## src/rtl/tft_reg_pkg.sv

```systemverilog
// Shared definitions for the register-bus arbiter: default bus widths,
// the transaction FSM encoding and a grant-index to one-hot helper.
package tft_reg_pkg;

    localparam int ADDR_W_DEF = 8;
    localparam int DATA_W_DEF = 32;

    typedef enum logic [1:0] {
        IDLE    = 2'd0,
        ISSUE   = 2'd1,
        WAIT_RD = 2'd2,
        RESP    = 2'd3
    } arb_state_e;

    function automatic logic [1:0] ack_vec(input logic id);
        logic [1:0] vec;
        if (id) begin
            vec = 2'b10;
        end else begin
            vec = 2'b01;
        end
        return vec;
    endfunction

endpackage

```

## src/rtl/reg_bus_arbiter_rr_arb2.sv

```systemverilog
// Two-way round-robin picker. The requester not granted last wins a tie;
// an active lock restricts the grant to the last owner.
module rr_arb2 (
    input  logic [1:0] req,
    input  logic       last,
    input  logic       lock,
    output logic       grant,
    output logic       valid
);

    // Winner selection, lock first, then round-robin
    always_comb begin
        grant = last;
        valid = 1'b0;
        if (lock) begin
            grant = last;
            valid = req[last];
        end else begin
            case (req)
                2'b01: begin
                    grant = 1'b0;
                    valid = 1'b1;
                end
                2'b10: begin
                    grant = 1'b1;
                    valid = 1'b1;
                end
                2'b11: begin
                    grant = ~last;
                    valid = 1'b1;
                end
                default: begin
                    grant = last;
                    valid = 1'b0;
                end
            endcase
        end
    end

endmodule

```

## src/rtl/reg_bus_arbiter.sv

```systemverilog
// Arbitrates the SPI slave and the panel sequencer onto one register bus,
// issuing single-cycle write/read strobes and a one-cycle ack per access.
module reg_bus_arbiter
    import tft_reg_pkg::*;
#(
    parameter int ADDR_W = ADDR_W_DEF,
    parameter int DATA_W = DATA_W_DEF,
    parameter int RD_LAT = 1
) (
    input  logic                   clk,
    input  logic                   rst,
    input  logic [1:0]             req,
    input  logic [1:0]             we,
    input  logic [1:0]             lock,
    input  logic [1:0][ADDR_W-1:0] addr,
    input  logic [1:0][DATA_W-1:0] wdata,
    output logic [1:0]             ack,
    output logic [DATA_W-1:0]      rdata,
    output logic [ADDR_W-1:0]      reg_addr,
    output logic [DATA_W-1:0]      reg_wdata,
    output logic                   reg_write,
    output logic                   reg_read,
    input  logic [DATA_W-1:0]      reg_rdata,
    output logic                   busy,
    output logic                   gnt_id
);

    localparam logic [1:0] LAT_LOAD = 2'(RD_LAT - 1);

    arb_state_e        state_r, state_nxt;
    logic [1:0]        cnt_r, cnt_nxt;
    logic [ADDR_W-1:0] addr_r, addr_nxt;
    logic [DATA_W-1:0] wdata_r, wdata_nxt;
    logic [DATA_W-1:0] rdata_r, rdata_nxt;
    logic              we_r, we_nxt;
    logic              write_r, write_nxt;
    logic              read_r, read_nxt;
    logic [1:0]        ack_r, ack_nxt;
    logic              gnt_r, gnt_nxt;
    logic              last_r, last_nxt;
    logic              hold_r, hold_nxt;
    logic              busy_r;
    logic              lock_act_s;
    logic              pick_s;
    logic              pick_valid_s;

    // The hold only counts while the previous owner keeps its lock raised
    assign lock_act_s = hold_r & lock[last_r];

    rr_arb2 u_rr_arb2 (
        .req   (req),
        .last  (last_r),
        .lock  (lock_act_s),
        .grant (pick_s),
        .valid (pick_valid_s)
    );

    // Next-state and next-output decode for the transaction FSM
    always_comb begin
        state_nxt = state_r;
        cnt_nxt   = cnt_r;
        addr_nxt  = addr_r;
        wdata_nxt = wdata_r;
        rdata_nxt = rdata_r;
        we_nxt    = we_r;
        write_nxt = 1'b0;
        read_nxt  = 1'b0;
        ack_nxt   = 2'b00;
        gnt_nxt   = gnt_r;
        last_nxt  = last_r;
        hold_nxt  = hold_r;
        case (state_r)
            IDLE: begin
                if (hold_r && !lock[last_r]) begin
                    hold_nxt = 1'b0;
                end else begin
                    hold_nxt = hold_r;
                end
                if (pick_valid_s) begin
                    state_nxt = ISSUE;
                    gnt_nxt   = pick_s;
                    addr_nxt  = addr[pick_s];
                    wdata_nxt = wdata[pick_s];
                    we_nxt    = we[pick_s];
                    write_nxt = we[pick_s];
                    read_nxt  = ~we[pick_s];
                end else begin
                    state_nxt = IDLE;
                end
            end
            ISSUE: begin
                if (we_r) begin
                    state_nxt = RESP;
                    ack_nxt   = ack_vec(gnt_r);
                end else begin
                    state_nxt = WAIT_RD;
                    cnt_nxt   = LAT_LOAD;
                end
            end
            WAIT_RD: begin
                if (cnt_r == 2'd0) begin
                    state_nxt = RESP;
                    rdata_nxt = reg_rdata;
                    ack_nxt   = ack_vec(gnt_r);
                end else begin
                    cnt_nxt = cnt_r - 2'd1;
                end
            end
            RESP: begin
                state_nxt = IDLE;
                last_nxt  = gnt_r;
                hold_nxt  = lock[gnt_r];
            end
            default: begin
                state_nxt = IDLE;
            end
        endcase
    end

    // State and output registers; the last pointer resets to 1 so requester 0 leads
    always_ff @(posedge clk) begin
        if (rst) begin
            state_r <= IDLE;
            cnt_r   <= 2'd0;
            addr_r  <= '0;
            wdata_r <= '0;
            rdata_r <= '0;
            we_r    <= 1'b0;
            write_r <= 1'b0;
            read_r  <= 1'b0;
            ack_r   <= 2'b00;
            gnt_r   <= 1'b0;
            last_r  <= 1'b1;
            hold_r  <= 1'b0;
            busy_r  <= 1'b0;
        end else begin
            state_r <= state_nxt;
            cnt_r   <= cnt_nxt;
            addr_r  <= addr_nxt;
            wdata_r <= wdata_nxt;
            rdata_r <= rdata_nxt;
            we_r    <= we_nxt;
            write_r <= write_nxt;
            read_r  <= read_nxt;
            ack_r   <= ack_nxt;
            gnt_r   <= gnt_nxt;
            last_r  <= last_nxt;
            hold_r  <= hold_nxt;
            busy_r  <= (state_nxt != IDLE);
        end
    end

    assign ack       = ack_r;
    assign rdata     = rdata_r;
    assign reg_addr  = addr_r;
    assign reg_wdata = wdata_r;
    assign reg_write = write_r;
    assign reg_read  = read_r;
    assign busy      = busy_r;
    assign gnt_id    = gnt_r;

endmodule

```

## config.mk

```make
export PLATFORM = sky130hd
export DESIGN_NAME = reg_bus_arbiter
export DESIGN_NICKNAME = d
export VERILOG_FILES = /design/src/rtl/tft_reg_pkg.sv /design/src/rtl/reg_bus_arbiter_rr_arb2.sv /design/src/rtl/reg_bus_arbiter.sv
export SDC_FILE = /design/constraint.sdc
export NUM_CORES = 1
export LEC_CHECK = 0
export BUFFER_PORTS_ARGS = -buffer_cell sky130_fd_sc_hd__buf_2
export CORE_MARGIN = 1
export CORE_UTILIZATION = 48
export DETAILED_ROUTE_END_ITERATION = 8
export GPL_TIMING_DRIVEN = 1
export PLACE_DENSITY = 0.8
export SLEW_MARGIN = 10
export SYNTH_ARGS = -nofsm -noshare
export SYNTH_HDL_FRONTEND = slang
export SYNTH_SLANG_ARGS = --single-unit
```

## constraint.sdc

```tcl
create_clock -name clk -period 2.2 [get_ports clk]
set_input_delay 0.44 -clock clk [delete_from_list [all_inputs] [get_ports clk]]
set_output_delay 0.44 -clock clk [all_outputs]
set_load 0.02 [all_outputs]
```

==> metrics.txt <==
status=complete, no violations; Synth Net Count=670; R2R setup slack=0.24 ns; share of layout cells above drive strength 1=38.9%; clock slew at reported path FFs=0.09 ns; smallest hold slack=0.316 ns; Final ANT Viol Nets=0; synthesized cell area=4690 um^2; WL/cell=14.9 um; # setup viols final=0; CTS tree=yes; Seq cells post-synth=85; final WL=12500 um; post-CTS setup buffer count=0; clock root buffer=clkbuf_8; Post-CTS Resized=0; cell taking the most area after synthesis=dfxtp_1; slew margin rel.=47.1%; Fin Setup TNS=0 ns; Total GRT Usage=24.6%; CP max FO=30; commonest non-fill, non-tap cells in the layout=196 x buf_2, 84 x dfxtp_1, 81 x nor3b_1; routed via count=4703; clock sink count=85; number of port buffers=197; Peak VDD IR=377 uV; fin nets=832; WP data required=2.42 ns; Clock Skews=0.0129 ns; die area=10200 um^2; Max Slew Vio Count=0; clk_lat worst skew=0.35 ns; type of destination of the critical path=flip-flop; Critical Path Start Type=flip-flop; Mapped Avg Cell Area=8.65 um^2; Leakage=2.38 nW; Hold Crit Class=in2reg; sequential fraction of the synthesis area=36.2%; gpl congestion=0.767; P per Cell Area=849 nW/um^2; largest net degree at the start of global routing=69; Synth Warn #=0; Synth top area share=36.2%; Worst Path Arrival=2.18 ns; Syn Inst Count=543; Crit Path Category=reg2reg; total gr overflow=0; hold buffers post-CTS=0; RSZ-0062 raised after global routing=no; Slew @ Worst Pin=0.794 ns; Synth cell types=34; Layout Utilization=63.4%; post-layout min period=1.96 ns; Layout area overhead=26.6%; commonest non-fill, non-tap cell in the layout=buf_2; Die H=101 um; Chip Width=101 um; starting density of the core=50.1%; Tot Pwr=5.05 mW; CTS buffer count=9; area of the core=9370 um^2; first-pass GRT wire length=20000 um; I/O pin cnt=198; vias in the first global route=4449; DRC=0; initial antenna violation count=0; post-DP HPWL=8730 um; drt via density=5.61; htree depth=3; clk buf depth=2; Rows=35; max-cap violations=0; maximum clock rate=509 MHz; Tcrit/Tclk final=89.3%; Pre-Repair DR Iteration Count=4; Hold Vio Cnt, Final=0; drt first-iter violations=108; # diodes=0; Synth area leaders=dfxtp_1 36%, nor3b_1 13%, a311oi_2 13%, a31oi_1 11%, nand2_1 5.8%
-- cells by family after synthesis --
logic type      share of synthesized area [%]
buf+inv                                  6.74
compound gates                           29.3
simple gates                             24.5
flops                                    36.2
fa+ha+maj                                1.87
mux                                      1.33
-- worst paths after layout --
check                                    end  depth (start not counted)           from
worst min-delay path               rdata[14]                          3  reg_rdata[14]
worst min register to register      rdata[0]                          2       rdata[0]
worst max-delay path            reg_wdata[3]                          5         hold_r
worst max register to register  reg_wdata[3]                          5         hold_r
-- registers in the layout (all words and copies together), names as in the netlist --
name	count
ack	2
busy	1
cnt_r	2
gnt_id	1
hold_r	1
last_r	1
rdata	32
reg_addr	8
reg_read	1
reg_wdata	32
reg_write	1
state_r	2
we_r	1
-- synth_stat cells --
| library cell | count |
|---|---|
| a211oi_1 | 1 |
| o21ai_0 | 2 |
| a21boi_1 | 2 |
| and3b_1 | 1 |
| and2_1 | 1 |
| mux2_2 | 2 |
| a21bo_2 | 1 |
| nand2b_1 | 2 |
| a31oi_1 | 80 |
| a21oi_1 | 38 |
| a32oi_1 | 1 |
| a2bb2oi_1 | 1 |
| and4bb_4 | 1 |
| inv_1 | 5 |
| nor2_1 | 46 |
| clkbuf_1 | 45 |
| a211o_1 | 1 |
| o211ai_1 | 1 |
| ha_1 | 7 |
| nand3_1 | 1 |
| nor3b_1 | 81 |
| and4b_1 | 1 |
| nor4b_4 | 1 |
| mux2i_1 | 4 |
| nor3_1 | 1 |
| nor4_1 | 1 |
| dfxtp_1 | 85 |
| nand2_1 | 72 |
| a311oi_2 | 40 |
| buf_1 | 6 |
| nor2b_1 | 1 |
| buf_2 | 1 |
| a22oi_1 | 1 |
| buf_6 | 9 |
-- final cells by class --
type	count	area [um^2]
sequential	85	1710
tap	129	161
clock buffer	10	138
multi-input combinational	392	2700
inverter	5	18.8
clock inverter	6	70.1
fill	829	3430
timing repair buffer	212	1150
-- layer usage --
layer | GRT usage, % | wire length (um) | vias up
li1 | - | - | 2335
met5 | 0 | 0 | -
met1 | 29.2 | 5380 | 2178
met2 | 43.4 | 6040 | 180
met3 | 5.41 | 913 | 10
met4 | 9.25 | 146 | 0
-- stage by stage --
step           setup slack, ns  area, um^2  std cells
2_1_floorplan            0.536        4690        543
3_3_place_gp             0.301        5740        823
3_5_place_dp             0.185        5740        823
4_1_cts                  0.252        5940        839
5_1_grt                  0.137        5940        839
6_report                 0.236        5940        839
-- critical path, stage by stage, from the launching register on --
cell	delay (ns)
dfxtp_1	0.55
a21bo_2	0.38
buf_4	0.39
nor3b_1	0.12
a31oi_1	0.24
a311oi_2	0.13
-- report_power, final --
part,leakage [nW],total [mW],switching (mW),internal (mW)
Clock,0.0955,1.14,0.580,0.564
Sequential,0.698,1.95,0.140,1.81
Combinational,1.58,1.96,1.21,0.741
Total,2.38,5.05,1.93,3.11
Power figures use the tool's default switching activity.
